==> config.mk <==
export PLATFORM = sky130hd
export DESIGN_NAME = axis_max_sub_in_16
export DESIGN_NICKNAME = d
export VERILOG_FILES = /design/src/rtl/softmax_pkg_16.sv /design/src/rtl/sat_sub_16.sv /design/src/rtl/axis_max_sub_in_16.sv
export SDC_FILE = /design/constraint.sdc
export NUM_CORES = 1
export LEC_CHECK = 0
export CAP_MARGIN = 30
export CORE_MARGIN = 8
export CORE_UTILIZATION = 46
export CTS_CLUSTER_DIAMETER = 100
export CTS_CLUSTER_SIZE = 28
export DETAILED_ROUTE_END_ITERATION = 8
export GPL_ROUTABILITY_DRIVEN = 0
export PLACE_DENSITY = 0.61
export SLEW_MARGIN = 20
export SYNTH_ARGS = -nofsm -noshare
export SYNTH_HDL_FRONTEND = slang
export SYNTH_SLANG_ARGS = --single-unit
==> constraint.sdc <==
create_clock -name clock_i -period 8.16 [get_ports clock_i]
set_input_delay 0.816 -clock clock_i [delete_from_list [all_inputs] [get_ports clock_i]]
set_output_delay 0.816 -clock clock_i [all_outputs]
set_load 0.005 [all_outputs]
==> src/rtl/softmax_pkg_16.sv <==
// softmax_pkg_16: shared state encoding and 1.7.8 constants for the 16-bit softmax front end
package softmax_pkg_16;
    typedef enum logic [1:0] {S_RECV, S_SUB, S_DONE} state_t;
    localparam int DATA_W_16 = 16;
    localparam int DEPTH_16 = 10;
    localparam int CNT_W_16 = 8;
    localparam logic [DATA_W_16-1:0] Q_MIN = 16'h8000;
    localparam logic [DATA_W_16-1:0] Q_ZERO = 16'h0000;
endpackage

==> src/rtl/sat_sub_16.sv <==
// sat_sub_16: signed a - b; clamps to the most negative code when SUB_SATURATE_EN is defined, else wraps
module sat_sub_16 #(
    parameter int W = 16
) (
    input  logic [W-1:0] a,
    input  logic [W-1:0] b,
    output logic [W-1:0] y
);
`ifdef SUB_SATURATE_EN
    logic [W:0] d;
    assign d = {a[W-1], a} - {b[W-1], b};
    // b is the running max so a - b never exceeds zero; only the negative side can overflow
    assign y = (d[W] && !d[W-1]) ? {1'b1, {(W-1){1'b0}}} : d[W-1:0];
`else
    assign y = a - b;
`endif
endmodule

==> src/rtl/axis_max_sub_in_16.sv <==
// axis_max_sub_in_16: buffers one AXIS frame, tracks its signed max, replays x - max (SUB_SATURATE_EN selects clamping)
module axis_max_sub_in_16
    import softmax_pkg_16::*;
#(
    parameter int data_size = DATA_W_16,
    parameter int depth = DEPTH_16,
    parameter int cnt_w = CNT_W_16
) (
    input  logic                 clock_i,
    input  logic                 reset_i,
    input  logic [data_size-1:0] s_axis_data_i,
    input  logic                 s_axis_valid_i,
    input  logic                 s_axis_last_i,
    output logic                 s_axis_ready_o,
    output logic [data_size-1:0] exp_data_o,
    output logic                 exp_data_valid_o,
    output logic                 exp_sub_2_done_o,
    output logic [cnt_w-1:0]     frame_len_o,
    output logic                 overflow_o
);
    localparam int IW = $clog2(depth);
    state_t state;
    logic [data_size-1:0] mem [depth];
    logic [cnt_w-1:0] wr_cnt, rd_cnt;
    logic [data_size-1:0] max_q, diff;
    logic accept, close;
    assign accept = s_axis_valid_i && s_axis_ready_o;
    assign close = s_axis_last_i || wr_cnt == cnt_w'(depth - 1);
    sat_sub_16 #(.W(data_size)) u_sub (
        .a(mem[rd_cnt[IW-1:0]]),
        .b(max_q),
        .y(diff)
    );
    // receive, replay and wrap-up FSM with all outputs registered
    always_ff @(posedge clock_i) begin
        if (reset_i) begin
            state <= S_RECV;
            wr_cnt <= '0;
            rd_cnt <= '0;
            max_q <= Q_MIN;
            for (int i = 0; i < depth; i++) mem[i] <= '0;
            s_axis_ready_o <= 1'b0;
            exp_data_o <= '0;
            exp_data_valid_o <= 1'b0;
            exp_sub_2_done_o <= 1'b0;
            frame_len_o <= '0;
            overflow_o <= 1'b0;
        end else begin
            case (state)
                S_RECV: begin
                    exp_sub_2_done_o <= 1'b0;
                    s_axis_ready_o <= 1'b1;
                    if (accept) begin
                        mem[wr_cnt[IW-1:0]] <= s_axis_data_i;
                        wr_cnt <= wr_cnt + 1'b1;
                        max_q <= ($signed(s_axis_data_i) > $signed(max_q)) ? s_axis_data_i : max_q;
                        if (close) begin
                            state <= S_SUB;
                            s_axis_ready_o <= 1'b0;
                            overflow_o <= overflow_o | ~s_axis_last_i;
                        end
                    end
                end
                S_SUB: begin
                    exp_data_o <= diff;
                    exp_data_valid_o <= 1'b1;
                    rd_cnt <= rd_cnt + 1'b1;
                    if (rd_cnt == wr_cnt - 1'b1) state <= S_DONE;
                end
                S_DONE: begin
                    exp_data_valid_o <= 1'b0;
                    exp_sub_2_done_o <= 1'b1;
                    frame_len_o <= wr_cnt;
                    wr_cnt <= '0;
                    rd_cnt <= '0;
                    max_q <= Q_MIN;
                    state <= S_RECV;
                end
                default: state <= S_RECV;
            endcase
        end
    end
endmodule

-- After elaboration in Yosys (flattened, before gate mapping)
Memories as Yosys holds them, arrays and structs flattened. A register that Yosys moved wholly into a read port is not among the register bits.
Cells that the tools add are included.
- input bits: 20
- bits in writable memories: 160
- output and inout port bits: 28
- bits in read-only memories: 0
- bits in latches: 0
- flip-flop bits (word level): 62
- memories kept: 1
- multiply operators: 0
- reduce and logical (&&, ||, !) cells: 10
- shifts and indexed selects: 0
- multiplexer cells: 25
- divide/modulo/power cells: 0
- $lt $le $gt $ge: 1
- bitwise operators: 2
- add/sub/neg operators: 4
- equality and inequality tests: 8
- memory list (memory ; depth ; width ; rd ports ; clocked after Yosys merged registers in ; wr ports ; RTL line ; text):
    mem ; 10 ; 16 ; 1 ; 1 ; 10 ; axis_max_sub_in_16.sv:23 ; logic [data_size-1:0] mem [depth];
- operators by type and width (kind ; count):
    $mux 16 ; 3
    $pmux 16 s2 ; 1
    $pmux 8 s2 ; 2
    $add 8x1->8 const B ; 2
    $gt 16x16->1 ; 1
    $reduce_or 16->1 ; 1
    $sub 16x16->16 ; 1
    $mux 4 ; 3
    $mux 1 ; 9
    $reduce_and 3->1 ; 3
    $eq 8x4->1 const B ; 1
    $eq 8x8->1 ; 1
    $mux 8 ; 1
    $ne 2x2->1 const B ; 4
    $sub 8x1->8 const B ; 1
    $mux 2 ; 3
    $pmux 1 s2 ; 2
    $pmux 2 s2 ; 1
    $reduce_bool 2->1 ; 2
    $eq 2x1->1 const B ; 1
    $eq 2x2->1 const B ; 1
    $logic_not 2->1 ; 1
    $reduce_and 2->1 ; 1
    $logic_and 1x1->1 ; 1
    other kinds (3) ; 3

-- Longest topological paths before layout
Gate-level depths: netlist of run 1.
- depth in word-level cells: 7
- gate-level depth with buffers: 15
- mapped depth without buffers: 13

-- By module
Synthesis of run 1 repeated with hierarchy kept, for this count alone.
- cells, all modules: 1083
- area, all modules: 14789.2 um^2
- modules (own cells, without submodules) (module ; instances ; sequential area each (um^2) ; area an instance (um^2) ; cells an instance):
    axis_max_sub_in_16 ; 1 ; 9008.6 ; 13933.4 ; 961
    sat_sub_16 ; 1 ; 0.0 ; 855.8 ; 122

-- Worst setup path before layout of run 1
No wires, ideal clock.
- path type: register to register
- start point: register (tool-made name)
- end point: register exp_data_o[14]
- setup time: 0.122 ns
- setup slack: 4.307 ns
- clock period less this slack: 3.853 ns
- stages on the path, launching flop included: 16
- arrival time: 3.731 ns
- data required time: 8.038 ns
- path buffers: 2
- cell sequence: dfxtp_1 -> buf_2 -> buf_2 -> mux4_2 -> mux4_2 -> inv_1 -> ha_1 -> inv_1 -> fa_1 -> a21o_1 -> a21oi_1 -> o21ai_0 -> nand4_1 -> o21ai_0 -> mux2_2 -> a311o_1
- RTL lines (item ; RTL line ; text):
    end signal, assigned ; axis_max_sub_in_16.sv:65 ; exp_data_o <= diff;
    end, declared ; axis_max_sub_in_16.sv:15 ; output logic [data_size-1:0] exp_data_o,

==> metrics.yaml, run 1 <==
run_status:
  outcome: "completed"
floorplan:
  io_pins: 48
  fp.dieW_um: 195
  die_h_um: 195
  std_cell_rows: 65
  die_area_um2: 38000
  fp.coreArea_um2: 31600
  initial_core_util_pct: 46.6
placement:
  post-place-ws_ns: 3.37
  io_buffers: 47
  hpwl_um: 24200
synthesis:
  synth.most_common_cell: "edfxtp_1"
  ys_warn_count: 0
  syn_nets: 1154
  synth_edf_count: 256
  synth_cells: 1094
  synth_top_cell_by_area: "edfxtp_1"
  synthTopCellsByCount: "edfxtp_1 (256), nor2_1 (127), mux4_2 (79)"
  ys_top_cells_by_area: "edfxtp_1 (52%), mux4_2 (12%), dfxtp_1 (9.0%), ha_1 (3.3%), nor2_1 (3.2%)"
  yosysSeqAreaShare_pct: 61.2
  syn_area_um2: 14700
  yosys.area.top_type_share_pct: 52.2
  synth_flop_cell: "edfxtp_1"
  synth.distinct_cells: 57
  synth-async-reset-ratio_pct: 0
  synth.ff_latch_count: 322
  syn_avg_cell_area_um2: 13.5
drt:
  routed-via-count: 9103
  final_antenna_net_count: 0
  drt_iter0_drc: 738
  dr.pass1.iters: 5
  wl_per_cell_um: 23.5
  routed_via_density: 5.92
  drc: 0
  wl_um: 36200
sta:
  skew_ns: 0.0208
  fmax_mhz: 211
  tightest_slew_ns: 0.965
  finalMaxSlewViolations: 0
  finalCritPeriodShare_pct: 58.0
  rsz0062_at_grt: "false"
  layout_min_cycle_time_ns: 4.73
  maxSlewHeadroom_pct: 35.7
  whs_ns: 0.471
  finalHoldViolCount: 0
  finalSetupViolCount: 0
  final.setup.worst_slack_ns: 3.43
  setup_tns_ns: 0
worst_setup_path:
  cp_top_family: "multiplexers"
  crit_fanout: 38
  start_kind: "flip-flop"
  crit_buf_inv: 1
  slowest_delay_ns: 0.73
  worst-setup-path-type: "reg -> reg"
  end_kind: "flip-flop"
  r2r-end: "exp_data_o[14]$_SDFFE_PP0N_"
  required_ns: 8.58
  cp_data_arrival_time_ns: 5.15
  endpoint: "exp_data_o[14]$_SDFFE_PP0N_"
  rrSetupSlack_ns: 3.43
  worst_r2r_path_depth: 11
  cpMaxStageDelayCell: "buf_4"
  path_cells: "buf_4 -> mux4_2 -> mux4_2 -> fa_1 -> a21o_1 -> a21oi_1 -> o21ai_0 -> nand4_1 -> o21ai_0 -> mux2_2 -> a311o_1"
  path_depth: 11
layout:
  layout.nets: 1186
  area_growth_pct: 9.77
  diodes: 0
  drive_above_1_share_pct: 13.1
clock_tree:
  postCtsHoldBufs: 0
  cts_sinks: 322
  clock_latency_ns: 0.52
  cts_buffers: 15
  post_cts_resize_count: 0
  tritoncts: "done"
  cts-root-buf: "clkbuf_16"
  clockBufferDepth: 3
  post_cts_buffers: 0
  cts_max_level: 1
  cts.clk_slew.worst_paths_ns: 0.11
power:
  power.density_nw_per_um2: 203
  leakagePower_nw: 5.52
  peakVddDrop_mv: 0.120
  power.total_mw: 3.29
grt:
  grt_overflow: 0
  gr-usage-all-layers_pct: 18.8
  antenna_found_initial: 1
  grt_start_max_net_pins: 48
  grt_pass1_wl_um: 55300
  grt_pass1_vias: 8884
hold_path:
  holdCritPathClass: "reg -> reg"
job:
  max_cap_viol_count: 0
cells by family after synthesis:
logic type | after synthesis | share of synthesized area (%)
AO/OA/AOI/OAI | 116 | 5.02
XOR/XNOR | 23 | 1.37
adder cells (fa/ha/maj) | 40 | 3.45
buffers and inverters | 111 | 2.92
flip-flops | 322 | 61.2
multiplexers | 95 | 13.2
AND/OR/NAND/NOR | 387 | 12.9
registers in the layout (all words and copies together), names as in the netlist, 2 cells and up, named ones only:
register	cells
frame_len_o	8
exp_data_o	16
max_q	16
state	2
rd_cnt	8
wr_cnt	8
mem	256
where the power goes:
group	internal, mW	total (mW)	switching, mW
Combinational	0.244	0.555	0.311
Clock	0.353	0.860	0.507
Sequential	1.82	1.87	0.0479
Total	2.42	3.29	0.866
layout by cell type, fill, tap and decap left out, types with 4 or more instances in the layout:
master,instances
edfxtp_1,256
nor2b_1,6
inv_1,45
a211oi_1,7
a21o_1,4
nor3_1,20
xnor2_1,12
and2_1,76
clkbuf_16,15
clkdlybuf4s50_1,46
o21ai_0,10
nand2_1,54
mux2i_1,14
ha_1,39
a31oi_1,16
nor4_1,4
nand2b_1,7
o211ai_1,5
a21oi_1,39
clkbuf_1,7
nand4_1,7
o21bai_1,4
nor2_1,125
dfxtp_1,63
nand3_1,58
o21a_1,5
xor2_1,11
mux4_2,79
and3_1,7
o21ai_1,5
buf_4,29
per-stage QoR:
stage / instance area [um^2] / cells / utilization (%)
2_1_floorplan: 14700 / 1094 / -
3_3_place_gp: 15700 / 1505 / 49.7
3_5_place_dp: 15700 / 1509 / 49.8
4_1_cts: 16100 / 1535 / 51.1
5_1_grt: 16200 / 1537 / 51.2
6_report: 16200 / 1537 / 51.2
layer usage:
metal	GRT usage, %	wire length [um]	vias to the layer above
met4	3.79	754	0
li1	-	-	4123
met3	3.02	2440	43
met5	0	0	-
met1	27.1	16200	4637
met2	30.0	16700	300
worst min path at each step:
stage,startpoint,end,slack (ns),depth (start not counted)
finish,exp_data_valid_o$_SDFFE_PP0N_,exp_data_valid_o$_SDFFE_PP0N_,0.47,2
global route,exp_data_valid_o$_SDFFE_PP0N_,exp_data_valid_o$_SDFFE_PP0N_,0.50,2
CTS,exp_data_valid_o$_SDFFE_PP0N_,exp_data_valid_o$_SDFFE_PP0N_,0.47,2
detailed placement,exp_data_valid_o$_SDFFE_PP0N_,exp_data_valid_o$_SDFFE_PP0N_,0.46,2
global placement,exp_data_o[7]$_SDFFE_PP0N_,exp_data_o[7]$_SDFFE_PP0N_,0.45,2
floorplan,exp_data_valid_o$_SDFFE_PP0N_,exp_data_valid_o$_SDFFE_PP0N_,0.45,2
worst min-delay path, cell delays in order, from the launching register on:
cell	delay (ns)
dfxtp_1	0.33
nand2_1	0.05
a21oi_1	0.05
final cells by class:
class                      instances  area [um^2]
clock inverter                     4         27.5
tap                              402          503
fill                            2691        15400
clock buffer                      22          402
timing repair buffer              78          709
inverter                          48          180
sequential                       322         9010
multi-input combinational        661         5320
No activity file was read; power rests on OpenSTA's default activity.
==> inputs of run 2 (changes only) <==
Clock period 8.16 ns to 4.85 ns, I/O delays scaled along.
==> run 2 against run 1 <==
First-iteration DRC count grew 26%. Sequential cell count stayed put. Non-clock buffer count rose by 14. Die area is the same. Global-route usage grew 0.43 points. Core utilization rose by 0.30 points. Via count fell by 0.53%. Clock skew is 0.0074 ns higher. Sequential share of layout area down 0.33 points. Highest routed layer unchanged. Combinational power rose by 74%. Routed wire length increased by 1.5%. Clock power up 70%.
==> metrics.yaml, run 2 (synthesis results as in run 1) <==
clock_tree:
  post_cts_resize_count: 0  # unchanged
  clockBufferDepth: 3  # unchanged
  clock_latency_ns: 0.52  # about the same
  cts_max_level: 1  # unchanged
  postCtsHoldBufs: 0  # unchanged
  cts-root-buf: "clkbuf_16"  # unchanged
  tritoncts: "done"  # unchanged
  cts_buffers: 15  # unchanged
  post_cts_buffers: 0  # unchanged
  cts_sinks: 322  # unchanged
  cts.clk_slew.worst_paths_ns: 0.12  # was 0.11 ns
worst_setup_path:
  required_ns: 5.25  # was 8.58 ns
  start_kind: "flip-flop"  # unchanged
  cp_data_arrival_time_ns: 4.57  # was 5.15 ns
  worst_r2r_path_depth: 11  # unchanged
  end_kind: "flip-flop"  # unchanged
  crit_fanout: 20  # was 38
  worst-setup-path-type: "reg -> reg"  # unchanged
drt:
  routed_via_density: 5.86  # was 5.92
  routed-via-count: 9055  # was 9,103
  wl_um: 36700  # was 36,200 um
  final_antenna_net_count: 0  # unchanged
  drt_iter0_drc: 928  # was 738
  wl_per_cell_um: 23.7  # was 23.5 um
  dr.pass1.iters: 5  # unchanged
  drc: 0  # unchanged
grt:
  grt_pass1_wl_um: 56600  # was 55,300 um
  gr-usage-all-layers_pct: 19.3  # was 18.8%
  grt_overflow: 0  # unchanged
  antenna_found_initial: 0  # was 1
  grt_pass1_vias: 9135  # was 8,884
  grt_start_max_net_pins: 61  # was 48
sta:
  finalHoldViolCount: 0  # unchanged
  finalCritPeriodShare_pct: 86.1  # was 58.0%
  finalSetupViolCount: 0  # unchanged
  setup_tns_ns: 0  # unchanged
  skew_ns: 0.0283  # was 0.0208 ns
  tightest_slew_ns: 0.930  # was 0.965 ns
  layout_min_cycle_time_ns: 4.17  # was 4.73 ns
  finalMaxSlewViolations: 0  # unchanged
  rsz0062_at_grt: "false"  # unchanged
  final.setup.worst_slack_ns: 0.675  # was 3.43 ns
  fmax_mhz: 240  # was 211 MHz
  maxSlewHeadroom_pct: 38.0  # was 35.7%
floorplan:
  die_h_um: 195  # unchanged
  fp.dieW_um: 195  # unchanged
  initial_core_util_pct: 46.6  # unchanged
  die_area_um2: 38000  # unchanged
  io_pins: 48  # unchanged
  std_cell_rows: 65  # unchanged
  fp.coreArea_um2: 31600  # unchanged
hold_path:
  hold_path_depth: 3  # was 2
  holdCritPathClass: "in -> reg"  # was reg -> reg
layout:
  top_register: "mem"  # unchanged
  top_regs: "mem x256, exp_data_o x16, max_q x16"  # unchanged
  layout.nets: 1200  # was 1,186
  fin_cells: 1546  # was 1,537
  layout_common_cells: "edfxtp_1 (256), nor2_1 (127), mux4_2 (79), and2_1 (76), dfxtp_1 (64)"  # was edfxtp_1 (256), nor2_1 (125), mux4_2 (79), and2_1 (76), dfxtp_1 (63)
  area_growth_pct: 10.4  # was 9.77%
  drive_above_1_share_pct: 13.8  # was 13.1%
  largest_reg_flops: 256  # unchanged
  diodes: 0  # unchanged
  final_common_cell: "edfxtp_1"  # unchanged
job:
  max_cap_viol_count: 0  # unchanged
placement:
  place_inst: 1525  # was 1,509
  hpwl_um: 24500  # was 24,200 um
  post-place-ws_ns: 0.627  # was 3.37 ns
  io_buffers: 47  # unchanged
run_status:
  outcome: "completed"  # unchanged
power:
  peakVddDrop_mv: 0.203  # was 0.120 mV
  leakagePower_nw: 5.60  # was 5.52 nW
  power.total_mw: 5.56  # was 3.29 mW
  power.density_nw_per_um2: 342  # was 203 nW/um^2
run 2: changes by cell type in the layout (fill, tap and decap cells not counted), sizes merged:
cell / change
buf: +14
clkbuf: -3
clkinvlp: -2
run 2: critical path: stages, from the launching register on:
cell	delay (ns)
dfxtp_4	0.64
buf_4	0.35
mux4_2	0.54
mux4_2	0.55
ha_1	0.36
a21oi_1	0.25
nor2_1	0.08
a211oi_1	0.53
o221ai_1	0.17
o21bai_1	0.19
nor3b_1	0.16
a211o_1	0.23
run 2: layer usage:
| metal | vias to the layer above | track usage [%] | routed length (um) |
|---|---|---|---|
| li1 | 4162 | - | - |
| met2 | 308 | 31.7 | 17200 |
| met4 | 0 | 4.07 | 656 |
| met3 | 46 | 3.47 | 2640 |
| met1 | 4539 | 26.5 | 16200 |
| met5 | - | 0 | 0 |
run 2: layout make-up:
type | count | area (um^2)
Multi-Input combinational cell | 661 | 5320
Clock buffer | 19 | 412
Tap cell | 402 | 503
Fill cell | 2685 | 15300
Clock inverter | 2 | 12.5
Inverter | 48 | 180
Sequential cell | 322 | 9010
Timing Repair Buffer | 92 | 816
run 2: path summary, 6_finish.rpt:
path                                       from                             to  slack [ns]
setup / recovery                      flip-flop    exp_data_o[15]$_SDFFE_PP0N_        0.68
hold reg to reg   exp_data_valid_o$_SDFFE_PP0N_  exp_data_valid_o$_SDFFE_PP0N_        0.46
hold / removal                          reset_i         max_q[15]$_SDFFE_PP1P_        0.37
setup reg to reg                      flip-flop    exp_data_o[15]$_SDFFE_PP0N_        0.68
run 2: per-stage QoR:
stage               cell area, um^2  hold slack, ns  util [%]
floorplan                     14700           0.453         -
global placement              15800           0.445      50.1
detailed placement            15800           0.451      50.2
CTS                           16300           0.373      51.5
global route                  16300           0.404      51.5
finish                        16300           0.374      51.5
run 2: power breakdown:
group | internal (mW) | total (mW) | switching (mW) | leakage, nW
Clock | 0.611 | 1.46 | 0.846 | 0.207
Sequential | 3.07 | 3.14 | 0.0730 | 3.11
Combinational | 0.421 | 0.966 | 0.544 | 2.28
Total | 4.10 | 5.56 | 1.46 | 5.60
==> inputs of run 3 (changes only) <==
Settings changed: PLACE_DENSITY 0.61 to 0.75.
==> run 3 against run 2 <==
Core utilization is the same. Sequential power is essentially flat. Global-route usage fell by 1.4 points. First-iteration DRC count grew 6.1%. Sequential share of layout area is the same. Die area stayed put. Non-clock buffer count is 5 lower. Sequential cell count unchanged. Count of clock-buffer cells in the layout increased by 3. Critical endpoint is now exp_data_o[14]$_SDFFE_PP0N_. Highest routed layer unchanged.
==> metrics.yaml, run 3 (synthesis results as in run 1) <==
grt:
  gr-usage-all-layers_pct: 17.8  # was 19.3%
  grt_pass1_vias: 8987  # was 9,135
  grt_overflow: 0  # unchanged
  grt_pass1_wl_um: 53400  # was 56,600 um
  antenna_found_initial: 0  # unchanged
  gr-usage-met2_pct: 29.0  # was 31.7%
  top_usage_layer: "met2"  # unchanged
  use_met3_pct: 2.23  # was 3.47%
  grt_start_max_net_pins: 61  # unchanged
  met1_usage_pct: 25.0  # was 26.5%
worst_setup_path:
  worst-setup-path-type: "reg -> reg"  # unchanged
  crit_fanout: 38  # was 20
  required_ns: 5.27  # was 5.25 ns
  cp_data_arrival_time_ns: 4.45  # was 4.57 ns
  end_kind: "flip-flop"  # unchanged
  start_kind: "flip-flop"  # unchanged
power:
  peakVddDrop_mv: 0.197  # was 0.203 mV
  power.density_nw_per_um2: 342  # about the same
  leakagePower_nw: 5.59  # was 5.60 nW
drt:
  final_antenna_net_count: 0  # unchanged
  wl_per_cell_um: 22.0  # was 23.7 um
  routed_via_density: 5.89  # was 5.86
  dr.pass1.iters: 5  # unchanged
  wl_um: 33900  # was 36,700 um
  routed-via-count: 9109  # was 9,055
  drc: 0  # unchanged
  drt_iter0_drc: 985  # was 928
layout:
  top_register: "mem"  # unchanged
  diodes: 0  # unchanged
  layout_common_cells: "edfxtp_1 (256), nor2_1 (127), mux4_2 (79), and2_1 (76), dfxtp_1 (64)"  # unchanged
  top_regs: "mem x256, exp_data_o x16, max_q x16"  # unchanged
  largest_reg_flops: 256  # unchanged
  drive_above_1_share_pct: 13.5  # was 13.8%
  layout.nets: 1195  # was 1,200
  utilization_pct: 51.5  # unchanged
  final_common_cell: "edfxtp_1"  # unchanged
  area_growth_pct: 10.4  # unchanged
placement:
  hpwl_um: 22400  # was 24,500 um
  io_buffers: 47  # unchanged
sta:
  maxSlewHeadroom_pct: 38.2  # was 38.0%
  finalCritPeriodShare_pct: 83.1  # was 86.1%
  finalMaxSlewViolations: 0  # unchanged
  tightest_slew_ns: 0.927  # was 0.930 ns
  fmax_mhz: 248  # was 240 MHz
  layout_min_cycle_time_ns: 4.03  # was 4.17 ns
  setup_tns_ns: 0  # unchanged
  skew_ns: 0.0247  # was 0.0283 ns
  finalHoldViolCount: 0  # unchanged
  rsz0062_at_grt: "false"  # unchanged
  finalSetupViolCount: 0  # unchanged
floorplan:
  fp.coreArea_um2: 31600  # unchanged
  initial_core_util_pct: 46.6  # unchanged
  fp.dieW_um: 195  # unchanged
  io_pins: 48  # unchanged
  std_cell_rows: 65  # unchanged
  die_area_um2: 38000  # unchanged
  die_h_um: 195  # unchanged
run_status:
  outcome: "completed"  # unchanged
clock_tree:
  clock_latency_ns: 0.52  # about the same
  cts.clk_slew.worst_paths_ns: 0.11  # was 0.12 ns
  cts_buffers: 15  # unchanged
  cts-root-buf: "clkbuf_16"  # unchanged
  cts_sinks: 322  # unchanged
  post_cts_buffers: 0  # unchanged
  clockBufferDepth: 3  # unchanged
  tritoncts: "done"  # unchanged
  post_cts_resize_count: 0  # unchanged
  cts_max_level: 1  # unchanged
  postCtsHoldBufs: 0  # unchanged
job:
  max_cap_viol_count: 0  # unchanged
hold_path:
  holdCritPathClass: "in -> reg"  # unchanged
==> run 3: worst paths after layout <==
check                                                 from                           to  slack (ns)  depth (start not counted)
worst min register to register  exp_data_o[9]$_SDFFE_PP0N_   exp_data_o[9]$_SDFFE_PP0N_        0.47                          2
worst min-delay path                               reset_i       max_q[15]$_SDFFE_PP1P_        0.39                          3
worst max register to register                   flip-flop  exp_data_o[14]$_SDFFE_PP0N_        0.82                         11
worst max-delay path                             flip-flop  exp_data_o[14]$_SDFFE_PP0N_        0.82                         11
==> run 3: stage by stage <==
stage | power (mW) | instance area [um^2] | worst slack, ns | hold WS (ns) | std cells
finish | 5.55 | 16300 | 0.820 | 0.385 | 1546
global route | 5.77 | 16300 | 0.618 | 0.409 | 1546
CTS | 5.58 | 16200 | 0.818 | 0.381 | 1545
detailed placement | 4.14 | 15800 | 0.824 | 0.455 | 1519
global placement | 4.12 | 15800 | 0.858 | 0.449 | 1519
floorplan | 3.85 | 14700 | 0.997 | 0.453 | 1094
==> run 3: area by class of cell <==
cell class              instances  area [um^2]
clock buffers                  22          402
clock inverters                 4         43.8
fillers                      2588        15300
inverters                      48          180
multi-input cells             661         5310
flip-flops and latches        322         9010
well taps                     402          503
repair buffers                 87          803
==> run 3: where the power goes <==
part | internal (mW) | total (mW) | switching, mW
Sequential | 3.07 | 3.13 | 0.0649
Combinational | 0.418 | 0.949 | 0.532
Clock | 0.624 | 1.47 | 0.847
==> run 3: critical path, stage by stage (launching register included) <==
cell and delay, ns:
dfxtp_2 0.67, buf_12 0.32, mux4_2 0.39, mux4_2 0.52
ha_1 0.38, a21o_1 0.14, a21oi_1 0.12, o21ai_0 0.25
nand4_1 0.23, o21ai_0 0.23, mux2_2 0.36, a311o_1 0.31
==> run 3: metal layers <==
metal / routed length (um) / vias to the layer above
met5: 0 / -
met4: 845 / 0
met3: 2740 / 44
met2: 16100 / 390
met1: 14300 / 4531
li1: - / 4144
